`src/rtl/reg_mask_sequencer_pkg.sv`:
```
// Shared register-file definitions: sizes, sequencer state and the
// index-to-decoder-order select mapping (bit reversal of the register index).
package regfile_pkg;
  localparam int NUM_REGS = 32;
  localparam int SEL_W    = 5;

  typedef enum logic {IDLE, SCAN} state_e;

  function automatic logic [SEL_W-1:0] reg_to_sel(input logic [SEL_W-1:0] idx);
    logic [SEL_W-1:0] r;
    for (int i = 0; i < SEL_W; i++) r[i] = idx[SEL_W-1-i];
    return r;
  endfunction
endpackage

```
`src/rtl/reg_mask_sequencer_if.sv`:
```
// Request/select handshake bundle for the register-mask sequencer.
// master = control logic side, slave = sequencer side.
interface reg_mask_sequencer_if;
  import regfile_pkg::*;
  logic                req_valid;
  logic                req_ready;
  logic [NUM_REGS-1:0] req_mask;
  logic                sel_valid;
  logic                sel_ready;
  logic [SEL_W-1:0]    sel;
  logic                sel_last;
  logic                done;
  logic                busy;
  logic                abort;

  modport master (
    output req_valid, req_mask, sel_ready, abort,
    input  req_ready, sel_valid, sel, sel_last, done, busy
  );
  modport slave (
    input  req_valid, req_mask, sel_ready, abort,
    output req_ready, sel_valid, sel, sel_last, done, busy
  );
endinterface

```
`src/rtl/reg_mask_sequencer_enc.sv`:
```
// Lowest-set-bit encoder: decoder-order code, one-hot of that bit, any/single flags.
// Purely combinational.
module reg_sel_encoder
  import regfile_pkg::*;
(
  input  logic [NUM_REGS-1:0] vec_i,
  output logic [SEL_W-1:0]    sel_o,
  output logic [NUM_REGS-1:0] onehot_o,
  output logic                any_o,
  output logic                single_o
);
  localparam logic [NUM_REGS-1:0] ONE = 1;

  logic [SEL_W-1:0] idx;

  always_comb begin
    idx = '0;
    // Descending scan so the lowest set bit is the last one written.
    for (int i = NUM_REGS - 1; i >= 0; i--) begin
      if (vec_i[i]) idx = SEL_W'(i);
    end
    onehot_o = vec_i & (~vec_i + ONE);
    any_o    = |vec_i;
    single_o = any_o && ((vec_i & (vec_i - ONE)) == '0);
    sel_o    = reg_to_sel(idx);
  end
endmodule

```
`src/rtl/reg_mask_sequencer.sv`:
```
// Sequences a 32-bit register mask into decoder-order select codes, lowest register first.
// One code per cycle while sel_ready is high; abort has priority over every handshake.
module reg_mask_sequencer
  import regfile_pkg::*;
#(
  parameter bit SKIP_R0 = 1'b0
) (
  input logic            clock,
  input logic            reset,
  reg_mask_sequencer_if.slave bus
);
  state_e              state_q, state_d;
  logic [NUM_REGS-1:0] pending_q, pending_d;
  logic                done_q, done_d;

  logic [SEL_W-1:0]    enc_sel;
  logic [NUM_REGS-1:0] enc_onehot;
  logic                enc_any;
  logic                enc_single;
  logic [NUM_REGS-1:0] mask_in;

  reg_sel_encoder u_enc (
    .vec_i    (pending_q),
    .sel_o    (enc_sel),
    .onehot_o (enc_onehot),
    .any_o    (enc_any),
    .single_o (enc_single)
  );

  always_ff @(posedge clock or posedge reset) begin
    if (reset) begin
      state_q   <= IDLE;
      pending_q <= '0;
      done_q    <= 1'b0;
    end else begin
      state_q   <= state_d;
      pending_q <= pending_d;
      done_q    <= done_d;
    end
  end

  always_comb begin
    state_d       = state_q;
    pending_d     = pending_q;
    done_d        = 1'b0;
    mask_in       = bus.req_mask;
    if (SKIP_R0) mask_in[0] = 1'b0;

    bus.req_ready = (state_q == IDLE);
    bus.busy      = (state_q == SCAN);
    bus.sel_valid = (state_q == SCAN) && enc_any;
    bus.sel       = '0;
    bus.sel_last  = 1'b0;
    if (state_q == SCAN) begin
      bus.sel      = enc_sel;
      bus.sel_last = enc_single;
    end

    if (bus.abort) begin
      state_d   = IDLE;
      pending_d = '0;
    end else begin
      case (state_q)
        IDLE: begin
          if (bus.req_valid) begin
            pending_d = mask_in;
            if (mask_in != '0) state_d = SCAN;
            else               done_d  = 1'b1;
          end
        end
        SCAN: begin
          if (bus.sel_ready && enc_any) begin
            pending_d = pending_q & ~enc_onehot;
            if (enc_single) begin
              state_d = IDLE;
              done_d  = 1'b1;
            end
          end
        end
        default: state_d = IDLE;
      endcase
    end
  end

  assign bus.done = done_q;
endmodule

```
`src/flat_wrapper.sv`:
```
// flat-port wrapper written by rule: the top's interface ports become plain ports
module reg_mask_sequencer_flat import regfile_pkg::*;
#(
  parameter bit SKIP_R0 = 1'b0
)
  (clock, reset, bus_req_valid, bus_req_mask, bus_sel_ready, bus_abort, bus_req_ready, bus_sel_valid, bus_sel, bus_sel_last, bus_done, bus_busy);
  reg_mask_sequencer_if bus_i ();
  input logic clock;
  input logic reset;
  input wire logic [$bits(bus_i.req_valid)-1:0] bus_req_valid;
  input wire logic [$bits(bus_i.req_mask)-1:0] bus_req_mask;
  input wire logic [$bits(bus_i.sel_ready)-1:0] bus_sel_ready;
  input wire logic [$bits(bus_i.abort)-1:0] bus_abort;
  output wire logic [$bits(bus_i.req_ready)-1:0] bus_req_ready;
  output wire logic [$bits(bus_i.sel_valid)-1:0] bus_sel_valid;
  output wire logic [$bits(bus_i.sel)-1:0] bus_sel;
  output wire logic [$bits(bus_i.sel_last)-1:0] bus_sel_last;
  output wire logic [$bits(bus_i.done)-1:0] bus_done;
  output wire logic [$bits(bus_i.busy)-1:0] bus_busy;
  assign bus_i.req_valid = bus_req_valid;
  assign bus_i.req_mask = bus_req_mask;
  assign bus_i.sel_ready = bus_sel_ready;
  assign bus_i.abort = bus_abort;
  assign bus_req_ready = bus_i.req_ready;
  assign bus_sel_valid = bus_i.sel_valid;
  assign bus_sel = bus_i.sel;
  assign bus_sel_last = bus_i.sel_last;
  assign bus_done = bus_i.done;
  assign bus_busy = bus_i.busy;
  reg_mask_sequencer #(.SKIP_R0(SKIP_R0)) u_core (.clock(clock), .reset(reset), .bus(bus_i));
endmodule
```
`config.mk`:
```
export PLATFORM = sky130hd
export DESIGN_NAME = reg_mask_sequencer_flat
export DESIGN_NICKNAME = d
export VERILOG_FILES = /design/src/rtl/reg_mask_sequencer_pkg.sv /design/src/rtl/reg_mask_sequencer_if.sv /design/src/rtl/reg_mask_sequencer_enc.sv /design/src/rtl/reg_mask_sequencer.sv /design/src/flat_wrapper.sv
export SDC_FILE = /design/constraint.sdc
export NUM_CORES = 1
export LEC_CHECK = 0
export BUFFER_PORTS_ARGS = -buffer_cell sky130_fd_sc_hd__buf_2
export CORE_ASPECT_RATIO = 1.1
export CORE_MARGIN = 3
export CORE_UTILIZATION = 30
export CTS_BUF_LIST = sky130_fd_sc_hd__clkbuf_4 sky130_fd_sc_hd__clkbuf_8
export DETAILED_ROUTE_END_ITERATION = 7
export MAX_ROUTING_LAYER = met4
export PLACE_DENSITY_LB_ADDON = 0.12
export SLEW_MARGIN = 20
export SYNTH_ARGS = -nofsm -noshare
export SYNTH_HDL_FRONTEND = slang
export SYNTH_SLANG_ARGS = --single-unit
```
`constraint.sdc`:
```
create_clock -name clock -period 8.79 [get_ports clock]
set_input_delay 0.879 -clock clock [delete_from_list [all_inputs] [get_ports clock]]
set_output_delay 0.879 -clock clock [all_outputs]
set_load 0.05 [all_outputs]
```
==> results of run 1 <==
==> sequential cells by signal (all words and copies together) (netlist names) <==
name              cells
u_core.pending_q     32
u_core.bus.busy       1
u_core.bus.done       1
==> Yosys cell counts, types with 2 or more instances <==
| library cell | count |
|---|---|
| o41ai_1 | 2 |
| buf_2 | 3 |
| a31o_2 | 2 |
| or4_1 | 7 |
| nor2b_1 | 4 |
| a21o_1 | 3 |
| o21ai_0 | 29 |
| o31ai_1 | 7 |
| or2_2 | 2 |
| a211oi_1 | 4 |
| a21oi_1 | 15 |
| dfrtp_1 | 34 |
| a31oi_1 | 2 |
| clkbuf_1 | 19 |
| inv_1 | 11 |
| nand2_1 | 31 |
| nor2_1 | 29 |
| nand2b_1 | 3 |
| nor3_1 | 19 |
| a22o_1 | 26 |
| nand3_1 | 5 |
| nor4_1 | 19 |
| buf_6 | 2 |
| o21bai_1 | 3 |
| a22oi_1 | 2 |
| o2111a_1 | 2 |
| nand4_1 | 4 |
==> metal layers <==
metal  up-vias  global-route usage (%)  share of wire, %
met1      1218                   24.01                47
met5         -                       -                 0
met4         0                   6.971               2.7
met3        14                   3.715               5.0
met2        68                   27.68                46
li1       1254                       -                 -
==> final cells by class <==
type                       instances  area [um2]
clock buffer                       8       110.1
fill                             872        5087
inverter                          11       41.29
multi-input combinational        242        1478
sequential                        34       850.8
tap                              108       135.1
timing repair buffer              49       252.7
==> critical path, delay by kind of cell, from the launching register on <==
family / cells / cell delay [ns]
AOI/OAI and AO/OA: 2 / 0.59
buffers and inverters: 1 / 0.26
DFF: 1 / 0.48
and+or+nand+nor: 4 / 1.94
==> kinds of logic after synthesis <==
group	after synthesis
buffers and inverters	36
AO/OA/AOI/OAI	110
AND/OR/NAND/NOR	131
flip-flops	34
adder cells (fa/ha/maj)	1
==> stage by stage <==
| stage | hold slack, ns | area [um2] | std cells | setup WS [ns] |
|---|---|---|---|---|
| 2_1_floorplan | 0.5430 | 2475 | 312 | 4.846 |
| 3_3_place_gp | 0.5951 | 2755 | 444 | 4.772 |
| 3_5_place_dp | 0.6064 | 2755 | 444 | 4.715 |
| 4_1_cts | 0.6267 | 2865 | 452 | 4.353 |
| 5_1_grt | 0.6512 | 2868 | 452 | 4.120 |
| 6_report | 0.6204 | 2868 | 452 | 4.343 |
==> report_power, final <==
part	leakage, uW	internal, uW	switching, uW
sequential	0.000451	169	27.9
combinational	0.000754	62.2	103
clock	0.0000575	79.2	61.7
total	0.00126	311	192
==> path summary, 6_finish.rpt <==
kind,from,end,cells after the start
max in group asynchronous,reset,u_core.pending_q[28]$_DFFE_PP0P_,3
worst min-delay path,u_core.pending_q[12]$_DFFE_PP0P_,u_core.pending_q[12]$_DFFE_PP0P_,1
worst min register to register,u_core.pending_q[12]$_DFFE_PP0P_,u_core.pending_q[12]$_DFFE_PP0P_,1
worst max-delay path,u_core.pending_q[8]$_DFFE_PP0P_,bus_sel_last,7
worst max register to register,u_core.pending_q[8]$_DFFE_PP0P_,u_core.bus.busy$_DFF_PP0_,7
min in group asynchronous,reset,u_core.pending_q[16]$_DFFE_PP0P_,3
==> results_dict.tcl, run 1 <==
set metrics [dict create \
    status "finished, final reports clean" \
    finalSetupTns_ns 0 \
    die_w_um 92.60 \
    cts_hold_buf 0 \
    power_uw 503.1 \
    root_buffer "clkbuf_8" \
    utilization_pct 36.05 \
    fmax_ghz 0.2249 \
    yosysSeqAreaShare_pct 34.38 \
    ant_nets 0 \
    ys_ff_latch 34 \
    max_slew.worst_pin.slew_ns 1.012 \
    coreArea_um2 7955 \
    rsz0062_at_grt "false" \
    initial_core_util_pct 31.11 \
    crit_chain "or4_1 -> or3_1 -> nor3_1 -> a32oi_1 -> a2111oi_4 -> and4b_1 -> buf_2" \
    cp-start-kind "flip-flop" \
    syn_avg_cell_area_um2 7.932 \
    grtUsageTotal_pct 18.26 \
    wl_per_cell_um 18.04 \
    fp.dieH_um 101.3 \
    cts_sinks 34 \
    grt_max_degree 35 \
    synth_top_area_share_pct 34.38 \
    critPathMaxFanout 11 \
    antenna_found_initial 0 \
    cts_tree "done" \
    hold_path.class "flip-flop to flip-flop" \
    area_growth_pct 15.87 \
    setup_viol 0 \
    syn-num-nets 349 \
    skew_ns 0.005667 \
    globalplace.congestion 0.8568 \
    postSynthCellCount 312 \
    synth_area_leaders "dfrtp_1 (34%), a22o_1 (9.2%), o21ai_0 (5.9%), nor4_1 (4.8%), nand2_1 (4.7%)" \
    power_density_nw_per_um2 175.4 \
    port_buffers 46 \
    place.detailed.hpwl_um 6117 \
    grt_overflow 0 \
    ir_drop_mv 0.05973 \
    synth_top_family_by_area "compound AO/OA/AOI/OAI gates" \
    synth_edf_count 0 \
    finalCriticalPeriod_ns 4.447 \
    r2r_slack_ns 5.64 \
    rows 34 \
    die_area_um2 9377 \
    cts_setup_buffers 0 \
    critPathSlowestCell "or4_1" \
    antennaDiodeCount 0 \
    critPathCaptureType "primary output" \
    hold_viol 0 \
    relSlewSlack_pct 32.19 \
    synth_compound_area_share_pct 32.10 \
    synth_top_area_cell "dfrtp_1" \
    max_cap_viol_count 0 \
    htree_levels 2 \
    slew_violations 0 \
    drt_iter0_drc 113 \
    finalNetCount 380 \
    io_pins 47 \
    routed_wl_um 8155 \
    crit_type "flip-flop to primary output" \
    grt_first_pass_wirelength_um 13010 \
    period_share_pct 50.59 \
    firstDrtPassIters 4 \
    cts_resized 0 \
    muxShareOfSynthArea_pct 0 \
    synth_flop_cell "dfrtp_1" \
    max_stage_delay_ns 0.68 \
    grt_pass1_vias 2429 \
    worstPathRequired_ns 7.91 \
    synth_simple_gate_area_share_pct 26.90 \
    arrival_ns 3.57 \
    drc_errors 0 \
    clock_latency_ns 0.29 \
    clockBufferDepth 2 \
    tritoncts.num_buffers 5 \
    yosysUniqueCellTypes 50 \
    clk_pin_slew_worst_paths_ns 0.07 \
    yosys.area_share.adder_pct 0.4044 \
    synth_xor_area_share_pct 0 \
    netlist_area_um2 2475 \
    final_common_cell "buf_2" \
    leakage_uw 0.001262 \
    vias 2554 \
    async_flop_share_pct 100.0 \
    drive_gt1_share_pct 20.06 \
    avgViaCountPerCell 5.650 \
    layout_common_cells "buf_2 (46), dfrtp_1 (34), nand2_1 (30)" \
    yosys_warnings 0 \
]
Power figures use the tool's default switching activity.
==> inputs of run 2 (changes only) <==
==> constraint.sdc (replaced) <==
create_clock -name clock -period 4.07 [get_ports clock]
set_input_delay 0.407 -clock clock [delete_from_list [all_inputs] [get_ports clock]]
set_output_delay 0.407 -clock clock [all_outputs]
set_load 0.05 [all_outputs]
==> results_dict.tcl, run 2 (synthesized netlist as in run 1, its figures left out) <==
set metrics [dict create \
    drc_errors 0 \
    worstReg2RegStart "u_core.pending_q[8]$_DFFE_PP0P_" \
    rr_worst_depth 7 \
    grt_overflow 0 \
    multiInputGateArea_um2 1481 \
    max_stage_delay_ns 0.68 \
    routed_wl_um 8168 \
    cp-startpoint "u_core.pending_q[8]$_DFFE_PP0P_" \
    io_pins 47 \
    avgViaCountPerCell 5.688 \
    arrival_ns 3.46 \
    die_w_um 92.60 \
    drt_iter0_drc 118 \
    final_common_cell "buf_2" \
    fmax_ghz 0.2584 \
    clock_latency_ns 0.29 \
    crit_chain "or4_1 -> or4_4 -> o31a_1 -> a221o_1 -> a2111oi_4 -> and4b_1 -> buf_2" \
    critPathSlowestCell "or4_1" \
    period_share_pct 95.07 \
    hold_path.class "input pin to async pin" \
    leakage_uw 0.001279 \
    r2r_slack_ns 1.00 \
    port_buffers 46 \
    tritoncts.num_buffers 5 \
    critPathMaxFanout 11 \
    max_slew.worst_pin.slew_ns 0.9894 \
    timing.rr.end "u_core.bus.busy$_DFF_PP0_" \
    seq_area_um2 850.8 \
    grtUsageTotal_pct 18.17 \
    coreArea_um2 7955 \
    finalSetupTns_ns 0 \
    initial_core_util_pct 31.11 \
    clk_pin_slew_worst_paths_ns 0.08 \
    fillCellCount 888 \
    cts_sinks 34 \
    ir_drop_mv 0.1193 \
    place.detailed.hpwl_um 6261 \
    grt_max_degree 35 \
    htree_levels 2 \
    globalplace.congestion 0.8275 \
    critical-path-top-delay-family "simple AND/OR/NAND/NOR gates" \
    power_uw 1103 \
    vias 2588 \
    drive_gt1_share_pct 20.75 \
    skew_ns 0.005667 \
    critPathCaptureType "primary output" \
    rsz0062_at_grt "false" \
    layout_common_cells "buf_2 (46), dfrtp_1 (34), nand2_1 (31)" \
    status "finished, final reports clean" \
    antennaDiodeCount 0 \
    hold_viol 0 \
    slew_violations 0 \
    cp_num_cells 7 \
    place_area_um2 2778 \
    fp.dieH_um 101.3 \
    endpoint "bus_sel_last" \
    max_cap_viol_count 0 \
    root_buffer "clkbuf_8" \
    power_density_nw_per_um2 381.2 \
    grt_pass1_vias 2408 \
    worstPathRequired_ns 3.66 \
    top_register "u_core.pending_q" \
    relSlewSlack_pct 33.68 \
    area_growth_pct 16.89 \
    cts_setup_buffers 0 \
    die_area_um2 9377 \
    finalCriticalPeriod_ns 3.869 \
    grt_first_pass_wirelength_um 13010 \
    antenna_found_initial 0 \
    rows 34 \
    largest_reg_flops 32 \
    crit_type "flip-flop to primary output" \
    worst-path-buf-inv 1 \
    wl_per_cell_um 17.95 \
    cts_tree "done" \
    firstDrtPassIters 4 \
    clockBufferDepth 2 \
    cp-start-kind "flip-flop" \
    finalNetCount 383 \
    fin_area_um2 2893 \
    ant_nets 0 \
    setup_viol 0 \
    hold_slack_ns 0.2105 \
    utilization_pct 36.36 \
]
-- run 2: repair_timing --
| item | 4_1_cts | 5_1_grt |
|---|---|---|
| setup endpoints to repair | 0 | 1 |
| hold buffers | 0 | 0 |
| gates resized for setup | 0 | 1 |
-- run 2: layout make-up --
class                   instances  area share (%)
flip-flops and latches         34           29.41
multi-input cells             242           51.21
well taps                     108           4.671
inverters                      11           1.427
clock inverters                 3           1.384
repair buffers                 52           9.516
clock buffers                   5           2.379
-- run 2: worst min path at each step --
stage / startpoint / endpoint / slack (ns) / cells past startpoint
finish: reset / u_core.pending_q[11]$_DFFE_PP0P_ / 0.21 / 3
global route: reset / u_core.pending_q[12]$_DFFE_PP0P_ / 0.27 / 3
CTS: reset / u_core.pending_q[12]$_DFFE_PP0P_ / 0.23 / 3
detailed placement: reset / u_core.pending_q[11]$_DFFE_PP0P_ / 0.54 / 3
global placement: reset / u_core.pending_q[11]$_DFFE_PP0P_ / 0.54 / 3
floorplan: bus_abort / u_core.bus.done$_DFF_PP0_ / 0.47 / 1
-- run 2: routing by layer --
layer  routed length (um)  up-vias  track usage [%]
met5                    0        -                -
met3                  345       10            2.749
met1                 3911     1242            24.68
met4                   77        0            3.657
met2                 3833       75            28.91
li1                     -     1261                -
-- run 2: worst reg2reg max path, cell delays in order (launching register included) --
cell and delay [ns]:
dfrtp_1 0.49, or4_1 0.68, or4_4 0.64, o31a_1 0.31, a221o_1 0.30, a2111oi_4 0.24
nand3_2 0.13, and2_1 0.18
-- run 2: per-stage QoR --
stage | cells | worst slack [ns]
2_1_floorplan | 312 | 0.5980
3_3_place_gp | 447 | 0.5721
3_5_place_dp | 447 | 0.5103
4_1_cts | 455 | 0.1925
5_1_grt | 455 | 0.008754
6_report | 455 | 0.2007
-- run 2: power by group --
part	switching (uW)	internal, uW	total [uW]	leakage [uW]
clock	135	180	316	0.0000579
sequential	60.7	366	427	0.000451
combinational	223	138	361	0.000770
total	419	684	1100	0.00128
